===== config.mk =====
export PLATFORM = sky130hd
export DESIGN_NAME = beh_comp_flat
export DESIGN_NICKNAME = d
export VERILOG_FILES = /design/src/rtl/beh_comp_if.sv /design/src/rtl/beh_comp.sv /design/src/flat_wrapper.sv
export SDC_FILE = /design/constraint.sdc
export NUM_CORES = 1
export LEC_CHECK = 0
export CAP_MARGIN = 10
export CORE_AREA = 3 3 62 64
export CTS_CLUSTER_DIAMETER = 120
export DETAILED_ROUTE_END_ITERATION = 8
export DIE_AREA = 0 0 65 67
export HOLD_SLACK_MARGIN = 0.06
export PLACE_DENSITY = 0.88
export SYNTH_ARGS = -nofsm -noshare
export SYNTH_HDL_FRONTEND = slang
export SYNTH_SLANG_ARGS = --single-unit

===== constraint.sdc =====
create_clock -name clk -period 2.1 [get_ports clk]
set_clock_uncertainty 0.1 [all_clocks]
set_input_delay 0.315 -clock clk [delete_from_list [all_inputs] [get_ports clk]]
set_output_delay 0.315 -clock clk [all_outputs]
set_load 0.005 [all_outputs]

===== src/rtl/beh_comp_if.sv =====
// Operand/result bundle for the beh_comp signed comparator.
// Build option COMP_UNSIGNED_MODE_EN adds the per-transaction uns select.
interface beh_comp_if #(
    parameter int WIDTH = 4,
    parameter int CNT_W = 8
);
    logic             in_valid;
    logic [WIDTH-1:0] A;
    logic [WIDTH-1:0] B;
    logic             cnt_clr;
`ifdef COMP_UNSIGNED_MODE_EN
    logic             uns;
`endif
    logic             Gt;
    logic             Eq;
    logic             Lt;
    logic             out_valid;
    logic [CNT_W-1:0] gt_cnt;
    logic [CNT_W-1:0] eq_cnt;
    logic [CNT_W-1:0] lt_cnt;

    modport master (
        output in_valid, A, B, cnt_clr,
`ifdef COMP_UNSIGNED_MODE_EN
        output uns,
`endif
        input  Gt, Eq, Lt, out_valid, gt_cnt, eq_cnt, lt_cnt
    );

    modport slave (
        input  in_valid, A, B, cnt_clr,
`ifdef COMP_UNSIGNED_MODE_EN
        input  uns,
`endif
        output Gt, Eq, Lt, out_valid, gt_cnt, eq_cnt, lt_cnt
    );
endinterface


===== src/rtl/beh_comp.sv =====
// Registered signed comparator with one-hot Gt/Eq/Lt flags and saturating outcome counters.
// Build option COMP_UNSIGNED_MODE_EN enables the per-transaction unsigned compare via bus.uns.
module beh_comp #(
    parameter int WIDTH = 4,
    parameter int CNT_W = 8
) (
    input logic       clk,
    input logic       rst_n,
    beh_comp_if.slave bus
);
    logic uns_sel;
`ifdef COMP_UNSIGNED_MODE_EN
    assign uns_sel = bus.uns;
`else
    assign uns_sel = 1'b0;
`endif

    // One extra bit lets a single signed compare cover both modes:
    // sign-extend for signed, zero-extend for unsigned.
    logic signed [WIDTH:0] a_ext;
    logic signed [WIDTH:0] b_ext;
    assign a_ext = {~uns_sel & bus.A[WIDTH-1], bus.A};
    assign b_ext = {~uns_sel & bus.B[WIDTH-1], bus.B};

    // hit index: 2 = greater, 1 = equal, 0 = less
    logic [2:0] hit;
    assign hit[2] = (a_ext > b_ext);
    assign hit[1] = (a_ext == b_ext);
    assign hit[0] = (a_ext < b_ext);

    logic [2:0] flags_reg;
    logic       out_valid_reg;

    always_ff @(posedge clk or negedge rst_n) begin
        if (!rst_n) begin
            flags_reg     <= 3'b000;
            out_valid_reg <= 1'b0;
        end else begin
            out_valid_reg <= bus.in_valid;
            if (bus.in_valid) begin
                flags_reg <= hit;
            end
        end
    end

    logic [2:0][CNT_W-1:0] cnt_all;

    genvar gi;
    generate
        for (gi = 0; gi < 3; gi++) begin : g_cnt
            logic [CNT_W-1:0] cnt_reg;

            // Clear has priority over a coincident count.
            always_ff @(posedge clk or negedge rst_n) begin
                if (!rst_n) begin
                    cnt_reg <= '0;
                end else if (bus.cnt_clr) begin
                    cnt_reg <= '0;
                end else if (bus.in_valid && hit[gi] && (cnt_reg != {CNT_W{1'b1}})) begin
                    cnt_reg <= cnt_reg + CNT_W'(1);
                end
            end

            assign cnt_all[gi] = cnt_reg;
        end
    endgenerate

    assign bus.Gt        = flags_reg[2];
    assign bus.Eq        = flags_reg[1];
    assign bus.Lt        = flags_reg[0];
    assign bus.out_valid = out_valid_reg;
    assign bus.gt_cnt    = cnt_all[2];
    assign bus.eq_cnt    = cnt_all[1];
    assign bus.lt_cnt    = cnt_all[0];
endmodule


===== src/flat_wrapper.sv =====
// flat-port wrapper written by rule: the top's interface ports become plain ports
module beh_comp_flat 
#(
    parameter int WIDTH = 4,
    parameter int CNT_W = 8
)
  (clk, rst_n, bus_in_valid, bus_A, bus_B, bus_cnt_clr, bus_Gt, bus_Eq, bus_Lt, bus_out_valid, bus_gt_cnt, bus_eq_cnt, bus_lt_cnt);
  beh_comp_if #(.WIDTH(WIDTH), .CNT_W(CNT_W)) bus_i ();
  input logic clk;
  input logic rst_n;
  input wire logic [$bits(bus_i.in_valid)-1:0] bus_in_valid;
  input wire logic [$bits(bus_i.A)-1:0] bus_A;
  input wire logic [$bits(bus_i.B)-1:0] bus_B;
  input wire logic [$bits(bus_i.cnt_clr)-1:0] bus_cnt_clr;
  output wire logic [$bits(bus_i.Gt)-1:0] bus_Gt;
  output wire logic [$bits(bus_i.Eq)-1:0] bus_Eq;
  output wire logic [$bits(bus_i.Lt)-1:0] bus_Lt;
  output wire logic [$bits(bus_i.out_valid)-1:0] bus_out_valid;
  output wire logic [$bits(bus_i.gt_cnt)-1:0] bus_gt_cnt;
  output wire logic [$bits(bus_i.eq_cnt)-1:0] bus_eq_cnt;
  output wire logic [$bits(bus_i.lt_cnt)-1:0] bus_lt_cnt;
  assign bus_i.in_valid = bus_in_valid;
  assign bus_i.A = bus_A;
  assign bus_i.B = bus_B;
  assign bus_i.cnt_clr = bus_cnt_clr;
  assign bus_Gt = bus_i.Gt;
  assign bus_Eq = bus_i.Eq;
  assign bus_Lt = bus_i.Lt;
  assign bus_out_valid = bus_i.out_valid;
  assign bus_gt_cnt = bus_i.gt_cnt;
  assign bus_eq_cnt = bus_i.eq_cnt;
  assign bus_lt_cnt = bus_i.lt_cnt;
  beh_comp #(.WIDTH(WIDTH), .CNT_W(CNT_W)) u_core (.clk(clk), .rst_n(rst_n), .bus(bus_i));
endmodule

---- Yosys cells after proc, flatten, opt, wreduce, memory -nomap -nowiden ----
Index checks and enable logic that the tools add are counted.
operators by class
  eq/ne operators ......................... 4
  $lt $le $gt $ge ......................... 2
  add/subtract/negate cells ............... 3
  reduce and logical (&&, ||, !) cells .... 9
  mux-type cells .......................... 6
operator list
  cell                   count
  $mux W8                6
  $add A8 B1 Y8 const B  3
  $ne A8 B8 Y1 const B   3
  $logic_and A1 B1 Y1    6
  $reduce_bool A2 Y1     3
  $eq A4 B4 Y1           1
  $gt A4 B4 Y1           1
  $lt A4 B4 Y1           1
word-level totals
  output and inout port bits .............. 28
  register bits ........................... 28
  input port bits ......................... 12
  word-level logic and storage cells ...... 29

---- Depth between registers and ports, before layout ----
  depth in word-level cells ............... 5
  gate-level depth with buffers ........... 8

---- Least setup slack after synthesis ----
OpenSTA, ideal clock, no wires.
  path kind ............................... input-to-reg
  start point ............................. input bus_B[1]
  end point ............................... register u_core.g_cnt[2].cnt_reg[6], in the netlist u_core.bus.gt_cnt[6]
  stages on the path ...................... 8
  arrival ................................. 1.731 ns
  setup slack ............................. 0.141 ns
  cell sequence ........................... inv_1 ha_1 nor2b_1 o211ai_1 a21o_2 buf_6 nor3_1 mux2_1
between the ends
  longest elaborated chain between the ends .. 4
RTL lines
  item                               line                text
  start: declaration                 flat_wrapper.sv:13  input wire logic [$bits(bus_i.B)-1:0] bus_B;
  $gt A4 B4 Y1                       beh_comp.sv:27      assign hit[2] = (a_ext > b_ext);
  $logic_and A1 B1 Y1 (2 in series)  beh_comp.sv:59      end else if (bus.in_valid && hit[gi] && (cnt_reg != {CNT_W{1'b1}})) begin
  $reduce_bool A2 Y1 (no line)       --
  end signal: assignment             beh_comp.sv:60      cnt_reg <= cnt_reg + CNT_W'(1);
  end: declaration                   beh_comp.sv:51      logic [CNT_W-1:0] cnt_reg;
No other way between the ends.
A chain may end at the register's enable or synchronous reset.

---- Worst setup path in the final report ----
  start point ............................. input bus_B[3]
  end point ............................... register u_core.g_cnt[0].cnt_reg[7], in the netlist u_core.bus.lt_cnt[7]
between the ends
  longest elaborated chain between the ends .. 4
RTL lines
  item                               line            text
  $lt A4 B4 Y1                       beh_comp.sv:29  assign hit[0] = (a_ext < b_ext);
  $logic_and A1 B1 Y1 (2 in series)  beh_comp.sv:59
  $reduce_bool A2 Y1 (no line)       --
  end signal: assignment             beh_comp.sv:60
  end: declaration                   beh_comp.sv:51
No other way between the ends.

==> key figures <==
Worst setup path
  • Worst-path cell chain: clkdlybuf4s50_1, inv_2, ha_4, nand2b_1, mux2i_4, nand3_2, or4_4, a21oi_2
  • CP Max Fanout: 6
  • Required @ worst endpoint: 2.28 ns
  • Data arrival, critical path: 2.25 ns
  • Crit start category: input pin
  • Worst path max stage delay: 0.55 ns
  • Crit. End Element: flop
  • Worst R2R Start: u_core.bus.lt_cnt[0]
  • R2R depth: 6
  • Critical-path top delay cell: or4_4
  • Reg-to-reg setup timing slack: 0.17 ns
  • Kind of critical path: in -> reg
  • Critical Path End: u_core.bus.lt_cnt[7]
  • Critical Path Start: bus_B[3]
  • Reg2Reg Capture Point: u_core.bus.lt_cnt[7]

Route
  • Highest metal used: met4
  • Starting DRT DRC Count: 84
  • Via count: 1400
  • M1 wire length: 1580 um
  • WL per Instance: 14.2 um
  • Via-to-Cell Ratio: 5.41
  • Residual DRC: 0
  • Pre-antenna DRT Iters: 4
  • Final WL: 3670 um
  • Met2 Wirelength: 1860 um
  • Final antenna-violating net count: 0
  • Met3 routed WL: 168 um

Layout
  • Fill count: 279
  • Multi-input combinational cell area: 856 um2
  • Finished Layout Cells: 259
  • Antenna fix cells: 0
  • Utilization after layout: 0.652
  • Most frequent cells in the layout: clkdlybuf4s50_1, dfrtp_1, nor2_1, a21oi_1, nand3_1
  • Area Overhead vs Synth: 37.7%
  • Commonest non-fill, non-tap cell in the layout: clkdlybuf4s50_1
  • Net count, final: 233
  • Layout cells sized above 1: 0.141
  • Reg area: 701 um2

STA
  • Setup violators final: 0
  • Final hold violations: 0
  • Min cycle time layout: 2.07 ns
  • Worst rel slew slack: 0.689
  • Final Max Tran Viols: 0
  • Highest Clock Rate: 0.484 GHz
  • Post-route clock period utilization: 0.984
  • Slew @ Worst Pin: 0.467 ns
  • RSZ-0062 raised after global routing: yes
  • Final setup TNS: 0 ns

Global routing
  • Pin count of the biggest net entering global routing: 29
  • Initial antenna violation count: 0
  • Gr usage total: 0.185
  • GR Overflow Total: 0
  • Vias in the first global route: 1425
  • Global-route wire length before repair: 6180 um

Logic synthesis
  • Mean post-synth cell area: 9.53 um2
  • Ys Warns: 0
  • Yosys reg bits: 28
  • Synth cell types: 37
  • Post-Syn Instances: 166
  • Mapped Area: 0.00158 mm2
  • Sequential fraction of the synthesis area: 0.443
  • Post-Syn Nets: 185

Pwr
  • Static Leak: 0.000916 uW
  • Peak VDD IR: 0.332 mV
  • Power Density: 476 mW/mm2

Job
  • Max-cap violation count: 0

Clocking
  • CTS Hold Bufs: 0
  • Clk buf depth: 2
  • CTS root buf: clkbuf_4
  • H-tree lvl count: 1
  • Clock Sinks: 28
  • Clk Latency, worst-skew pair: 0.34 ns
  • Worst-path clk slew: 0.15 ns
  • CTS tree: built
  • Num CTS Buffers: 3

Die
  • Core ar.: 0.00334 mm2
  • Die W: 65 um
  • Starting Density: 0.474
  • Rows: 21
  • Top Ports: 40
  • Die Span Y: 67 um
  • DIE AREA: 0.00436 mm2

Placement
  • Cells after DPL: 253
  • Detailed Place HPWL: 2510 um
  • Placer Congestion: 0.819
  • Port Buffers: 39

Outcome
  • Status: complete, no violations

Worst hold path
  • Hold WC Path Type: in -> async
[how the worst min path moves through the flow]
stage	end	slack, ns	cells after the start
3_5_place_dp	u_core.flags_reg[1]	0.38	1
5_1_grt	u_core.bus.out_valid	0.24	2
6_report	u_core.bus.out_valid	0.22	2
3_3_place_gp	u_core.flags_reg[1]	0.39	1
4_1_cts	u_core.bus.out_valid	0.23	2
2_1_floorplan	u_core.bus.eq_cnt[0]	-0.08	0
[worst max-delay path, delay by kind of cell]
kind	cells	cell delay (ns)
multiplexers	1	0.20
adder cells (fa/ha/maj)	1	0.28
buffers and inverters	2	0.51
AO/OA/AOI/OAI	1	0.13
AND/OR/NAND/NOR	3	0.81
[kinds of logic after synthesis]
family                     Yosys count  synth area share
and+or+nand+nor                     70             0.250
AOI/OAI and AO/OA                   33             0.121
buffers and inverters               16            0.0530
xor gates and xnor gates             2            0.0111
DFF                                 28             0.443
muxes                               10            0.0665
adders and majority gates            7            0.0554
[Yosys cell counts (all sizes together)]
cell | instances | share of area
a21oi | 13 | 0.041
or3 | 6 | 0.024
ha | 7 | 0.055
o21ai | 10 | 0.032
and2 | 1 | 0.0040
mux2i | 6 | 0.038
or4 | 5 | 0.024
nor2b | 4 | 0.016
nand4 | 4 | 0.016
buf | 4 | 0.025
nand2b | 2 | 0.0079
a31oi | 1 | 0.0040
mux2 | 4 | 0.028
dfrtp | 28 | 0.44
a21o | 2 | 0.010
xor2 | 2 | 0.011
inv | 9 | 0.021
and4 | 2 | 0.011
nor3 | 5 | 0.016
nand3 | 13 | 0.047
a211oi | 1 | 0.0047
o41ai | 1 | 0.0055
nor4b | 1 | 0.0095
clkbuf | 3 | 0.0071
o211ai | 1 | 0.0047
and3 | 3 | 0.015
nor2 | 13 | 0.031
or3b | 1 | 0.0055
nand2 | 10 | 0.024
o31ai | 4 | 0.019
[metrics by stage]
stage | cell area, um2 | setup slack [ns] | power [uW] | hold slack (ns)
3_5_place_dp | 2060 | -0.433 | 748 | 0.375
2_1_floorplan | 1580 | 0.141 | 659 | -0.0806
5_1_grt | 2180 | -0.0272 | 1090 | 0.236
4_1_cts | 2140 | 0.00875 | 1030 | 0.228
6_report | 2180 | 0.0341 | 1040 | 0.222
3_3_place_gp | 2060 | -0.383 | 742 | 0.387
[per-layer routing]
| layer | GRT usage | up-vias |
|---|---|---|
| li1 | - | 692 |
| met1 | 0.221 | 660 |
| met2 | 0.328 | 43 |
| met3 | 0.0270 | 5 |
| met4 | 0.0792 | 0 |
| met5 | 0 | - |
[power breakdown]
group	switching, uW	leakage (uW)	internal, uW	total [uW]
Combinational	90.1	0.000511	107	197
Clock	165	0.0000210	107	271
Sequential	13.5	0.000383	554	568
Total	268	0.000916	767	1040
[final cells by class]
cell class | instances | share of cell area
sequential | 28 | 0.322
timing repair buffer | 50 | 0.226
tap | 46 | 0.0264
inverter | 9 | 0.0155
clock buffer | 4 | 0.0167
multi-input combinational | 122 | 0.393
[what timing repair did]
item | in CTS | in global routing
endpoints found under the setup margin | 9 | 12
resized for setup | 9 | 7
cloned | 0 | 0
pin swaps | 7 | 2
buffers inserted | 1 | 1
Note: power is estimated with default switching activity, not from simulation.
